`config.mk`:
```
export PLATFORM = sky130hd
export DESIGN_NAME = mux_sel_arbiter
export DESIGN_NICKNAME = d
export VERILOG_FILES = /design/src/rtl/mux_pkg.sv /design/src/rtl/rr_pick4.sv /design/src/rtl/mux_sel_arbiter.sv
export SDC_FILE = /design/constraint.sdc
export NUM_CORES = 1
export LEC_CHECK = 0
export ABC_AREA = 1
export BUFFER_PORTS_ARGS = -buffer_cell sky130_fd_sc_hd__buf_4
export CORE_AREA = 2 2 46 79
export DETAILED_ROUTE_END_ITERATION = 8
export DIE_AREA = 0 0 48 81
export SLEW_MARGIN = 40
export SYNTH_ARGS = -nofsm -noshare
export SYNTH_HDL_FRONTEND = slang
export SYNTH_SLANG_ARGS = --single-unit
```
`constraint.sdc`:
```
create_clock -name clk -period 3 [get_ports clk]
set_input_delay 0.9 -clock clk [delete_from_list [all_inputs] [get_ports clk]]
set_output_delay 0.9 -clock clk [all_outputs]
set_load 0.01 [all_outputs]
```
`src/rtl/mux_pkg.sv`:
```
`default_nettype none
// ============================================================================
// Module   : mux_pkg
// Purpose  : Shared states, select codes and counter width for mux_sel_arbiter
// Revision : 1.0  initial release
// ============================================================================
package mux_pkg;

  typedef enum logic {
    ST_IDLE  = 1'b0,
    ST_GRANT = 1'b1
  } state_e;

  localparam logic [1:0] SEL_IN0 = 2'b00;
  localparam logic [1:0] SEL_IN1 = 2'b01;
  localparam logic [1:0] SEL_IN2 = 2'b10;
  localparam logic [1:0] SEL_IN3 = 2'b11;

  localparam int HOLD_CNT_W = 8;

endpackage
`default_nettype wire

```
`src/rtl/rr_pick4.sv`:
```
`default_nettype none
// ============================================================================
// Module   : rr_pick4
// Purpose  : Round-robin pick among 4 requesters, searching upward from last+1
// Revision : 1.0  initial release
// ============================================================================
module rr_pick4
  import mux_pkg::*;
(
  input  logic [3:0] req_i,
  input  logic [1:0] last_i,
  output logic [1:0] winner_o,
  output logic       any_o
);

  // Walk offsets from farthest to nearest so the nearest set bit overwrites last.
  always_comb begin
    winner_o = last_i;
    for (int k = 4; k >= 1; k--) begin
      if (req_i[last_i + 2'(k)]) begin
        winner_o = last_i + 2'(k);
      end
    end
  end

  assign any_o = |req_i;

endmodule
`default_nettype wire

```
`src/rtl/mux_sel_arbiter.sv`:
```
`default_nettype none
// ============================================================================
// Module   : mux_sel_arbiter
// Purpose  : Round-robin select generator holding the mux select per grant
// Revision : 1.0  initial release
// ============================================================================
module mux_sel_arbiter
  import mux_pkg::*;
#(
  parameter int HOLD_MAX = 8
) (
  input  logic       clk,
  input  logic       reset,
  input  logic [3:0] req,
  input  logic       done,
  output logic [1:0] sel,
  output logic [3:0] grant,
  output logic       busy,
  output logic       timeout
);

  localparam logic [HOLD_CNT_W-1:0] c_hold_last = HOLD_CNT_W'(HOLD_MAX - 1);

  state_e                state_q, state_d;
  logic [1:0]            sel_q, sel_d;
  logic [3:0]            grant_q, grant_d;
  logic                  busy_q, busy_d;
  logic                  timeout_q, timeout_d;
  logic [1:0]            last_q, last_d;
  logic [HOLD_CNT_W-1:0] hold_cnt_q, hold_cnt_d;

  logic [1:0] w_winner;
  logic       w_any;
  logic       w_rel_done;
  logic       w_rel_wd;
  logic       w_rel_to;

  rr_pick4 u_pick (
    .req_i    (req),
    .last_i   (last_q),
    .winner_o (w_winner),
    .any_o    (w_any)
  );

  assign w_rel_done = done;
  assign w_rel_wd   = ~req[sel_q];
  assign w_rel_to   = (hold_cnt_q == c_hold_last);

  always_comb begin
    state_d    = state_q;
    sel_d      = sel_q;
    grant_d    = grant_q;
    busy_d     = busy_q;
    timeout_d  = 1'b0;
    last_d     = last_q;
    hold_cnt_d = hold_cnt_q;
    unique case (state_q)
      ST_IDLE: begin
        // sel is left untouched while idle so the downstream mux stays put.
        if (w_any) begin
          sel_d      = w_winner;
          grant_d    = 4'b0001 << w_winner;
          busy_d     = 1'b1;
          hold_cnt_d = '0;
          state_d    = ST_GRANT;
        end
      end
      ST_GRANT: begin
        hold_cnt_d = hold_cnt_q + 1'b1;
        if (w_rel_done || w_rel_wd || w_rel_to) begin
          grant_d    = 4'b0000;
          busy_d     = 1'b0;
          last_d     = sel_q;
          hold_cnt_d = '0;
          timeout_d  = w_rel_to & ~w_rel_done & ~w_rel_wd;
          state_d    = ST_IDLE;
        end
      end
      default: state_d = ST_IDLE;
    endcase
  end

  always_ff @(posedge clk) begin
    if (reset) begin
      state_q    <= ST_IDLE;
      sel_q      <= SEL_IN0;
      grant_q    <= 4'b0000;
      busy_q     <= 1'b0;
      timeout_q  <= 1'b0;
      last_q     <= SEL_IN3;
      hold_cnt_q <= '0;
    end else begin
      state_q    <= state_d;
      sel_q      <= sel_d;
      grant_q    <= grant_d;
      busy_q     <= busy_d;
      timeout_q  <= timeout_d;
      last_q     <= last_d;
      hold_cnt_q <= hold_cnt_d;
    end
  end

  assign sel     = sel_q;
  assign grant   = grant_q;
  assign busy    = busy_q;
  assign timeout = timeout_q;

endmodule
`default_nettype wire

```
==> results.py <==
metrics = {
    "run_status": {
        "status": "complete, no violations",
    },
    "clock_tree": {
        "clk_latency_ps": 260,
        "cts-resized-gates": 0,
        "numClockSinks": 19,
        "cts_tree": "done",
        "htree_levels": 1,
        "clk_pin_slew_ps": 80,
        "clock-root-buffer": "clkbuf_8",
        "clockBufferDepth": 2,
        "hold_buffers": 0,
        "cts_buffers": 3,
        "post_cts_buffers": 0,
    },
    "worst_setup_path": {
        "critPathSlowestCell": "dfxtp_1",
        "path_delay_family": "flip-flops",
        "path_cells": "buf_4",
        "crit_end": "sel[0]",
        "reg2reg_slack_ps": 1460,
        "r2r.worst_path.cells": 10,
        "critPathLaunchType": "flop",
        "endpoint_kind": "primary output",
        "worst-endpoint-arrival_ps": 870,
        "crit_start": "sel[0]$_SDFFE_PP0P_",
        "r2r-start": "last_q[0]$_SDFFE_PP1P_",
        "worstReg2RegEnd": "grant[2]$_SDFFE_PP0P_",
        "cp.depth": 1,
        "crit_buf_inv": 1,
        "cp.required_ps": 2100,
        "cp_max_fo": 7,
        "max_stage_delay_ps": 440,
        "path_class": "reg2out",
    },
    "routing": {
        "avgRoutedWirePerCell_um": 10.86,
        "drtPass1Iterations": 4,
        "ant_nets": 0,
        "met2WireLength_mm": 1.351,
        "m1WireLength_um": 950,
        "top_layer_used": "met4",
        "num_vias": 1022,
        "dr_wl_met3_um": 34,
        "routed_wl_mm": 2.378,
        "vias_per_cell": 4.667,
        "drc": 0,
        "drtIter0Drc": 18,
    },
    "placed_design": {
        "place_inst": 215,
        "dp_hpwl_mm": 1.895,
        "pre_cts_slack_ps": 985.2,
        "gp_congestion": 0.7715,
        "io_buffer_count": 14,
    },
    "timing": {
        "final_max_slew_viol_count": 0,
        "finalWorstSetupSlack_ps": 1231,
        "finalHoldViolations": 0,
        "rsz0062_at_grt": "no",
        "hold_slack_ps": 462.6,
        "worstMarginPinSlew_ps": 538.1,
        "skew_ps": 3.747,
        "fmax_ghz": 0.5653,
        "period_needed_ps": 1769,
        "final-setup-viol-count": 0,
        "min_period_over_period_pct": 58.96,
        "slew_headroom_pct": 63.99,
        "finalSetupTns_ps": 0,
    },
    "logic_synthesis": {
        "yosys_warnings": 0,
        "synthMostInstantiatedCell": "nand2_1",
        "netlist_area_um2": 1090,
        "syn_inst": 158,
        "yosys-top-cells-count": "nand2_1 (37), dfxtp_1 (19), nand2_2 (18)",
        "synth_async_sr_flop_share_pct": 0,
        "synthTopCellsByArea": "dfxtp_1 (35%), nand2_1 (13%), nand2_2 (10%), a21oi_1 (6.0%), nand3_1 (6.0%)",
        "ys_ff_latch": 19,
        "postSynthAreaPerCell_um2": 6.897,
        "synthFlopType": "dfxtp_1",
        "synth_cell_types": 23,
        "netlist.area_leader.share_pct": 34.90,
        "synth.yosys.seq_area_share_pct": 34.90,
        "synth_edf_count": 0,
        "synth_nets": 166,
        "synth_area_leader_cell": "dfxtp_1",
    },
    "floorplanning": {
        "die_area_um2": 3888,
        "die_h_um": 81,
        "initial_core_util_pct": 32.74,
        "die_w_um": 48,
        "pin_count": 15,
        "row_count": 28,
        "coreArea_um2": 3328,
    },
    "job": {
        "cap_violations": 0,
    },
    "layout": {
        "fin_nets": 183,
        "drive_gt1_share_pct": 29.89,
        "area_growth_pct": 17.68,
        "fin_cells": 219,
        "n_antenna_cell": 0,
    },
    "grt": {
        "grt-ovfl-total": 0,
        "antenna_found_initial": 0,
        "grt_max_degree": 14,
        "grt_pass1_wl_mm": 4.181,
        "track_usage_pct": 14.65,
        "grt_pass1_vias": 982,
    },
    "power_and_ir_drop": {
        "power.density_nw_per_um2": 526.8,
        "vdd_drop_max_v": 0.0001907,
        "leakagePower_nw": 0.5394,
        "total_power_uw": 675.6,
    },
    "min_path": {
        "hp-class": "reg2reg",
    },
}
## placed cells by master, fill, tap and decap left out, types with 2 or more instances in the layout
cell type  synthesis  routed
nand2_1           37      37
dfxtp_1           19      19
nand2_2           18      18
buf_4              0      14
inv_1             13      13
nand3_1           13      13
a21oi_1           13      13
nor2_1            12      12
o21ai_0            5       5
inv_2              4       4
nand3_2            4       4
a21oi_2            4       4
o211ai_1           3       3
clkbuf_8           0       3
nor3_1             2       2
nor2_2             2       2
## metrics by stage
step | cell area (um^2) | util [%]
final | 1282 | 38.53
after global routing | 1282 | 38.53
after CTS | 1282 | 38.53
after detailed placement | 1236 | 37.14
after global placement | 1236 | 37.14
after floorplan | 1090 | -
## worst min-delay path by stage
stage | slack [ps] | cells past startpoint | end | from
2_1_floorplan | 450 | 2 | hold_cnt_q[6]$_SDFFE_PP0P_ | hold_cnt_q[6]$_SDFFE_PP0P_
3_3_place_gp | 460 | 2 | busy$_SDFFE_PP0P_ | busy$_SDFFE_PP0P_
3_5_place_dp | 460 | 2 | busy$_SDFFE_PP0P_ | busy$_SDFFE_PP0P_
4_1_cts | 470 | 2 | busy$_SDFFE_PP0P_ | busy$_SDFFE_PP0P_
5_1_grt | 510 | 2 | hold_cnt_q[6]$_SDFFE_PP0P_ | hold_cnt_q[6]$_SDFFE_PP0P_
6_report | 460 | 2 | busy$_SDFFE_PP0P_ | busy$_SDFFE_PP0P_
## logic make-up (layout without fill, tap and decap cells)
logic type,count (synthesis),after routing,synth area share (%)
DFF,19,19,34.90
and+or+nand+nor,91,91,40.64
xor gates and xnor gates,1,1,0.8038
buffers and inverters,20,36,8.266
AOI/OAI and AO/OA,26,26,14.24
adders and majority gates,1,1,1.148
## registers in the layout, summed over array words and instances, names as in the netlist
| signal | flops |
|---|---|
| sel | 2 |
| hold_cnt_q | 8 |
| state_q | 1 |
| busy | 1 |
| grant | 4 |
| timeout | 1 |
| last_q | 2 |
## per-layer routing
metal	GRT usage (%)	up-vias
li1	-	549
met1	15.43	458
met2	27.20	11
met3	2.000	4
met4	5.405	0
met5	0	-
## area by class of cell
cell class	count	area, um^2
Multi-Input combinational cell	119	619.3
Clock buffer	3	41.29
Clock inverter	1	5.005
Timing Repair Buffer	14	105.1
Inverter	18	75.07
Fill cell	368	2046
Sequential cell	19	380.4
Tap cell	45	56.30
## power breakdown
| group | internal (mW) | total, mW | leakage, nW | switching (mW) |
|---|---|---|---|---|
| sequential | 0.273 | 0.297 | 0.155 | 0.0245 |
| clock | 0.0924 | 0.182 | 0.0255 | 0.0893 |
| combinational | 0.0771 | 0.197 | 0.359 | 0.119 |
No activity file was read; power rests on OpenSTA's default activity.
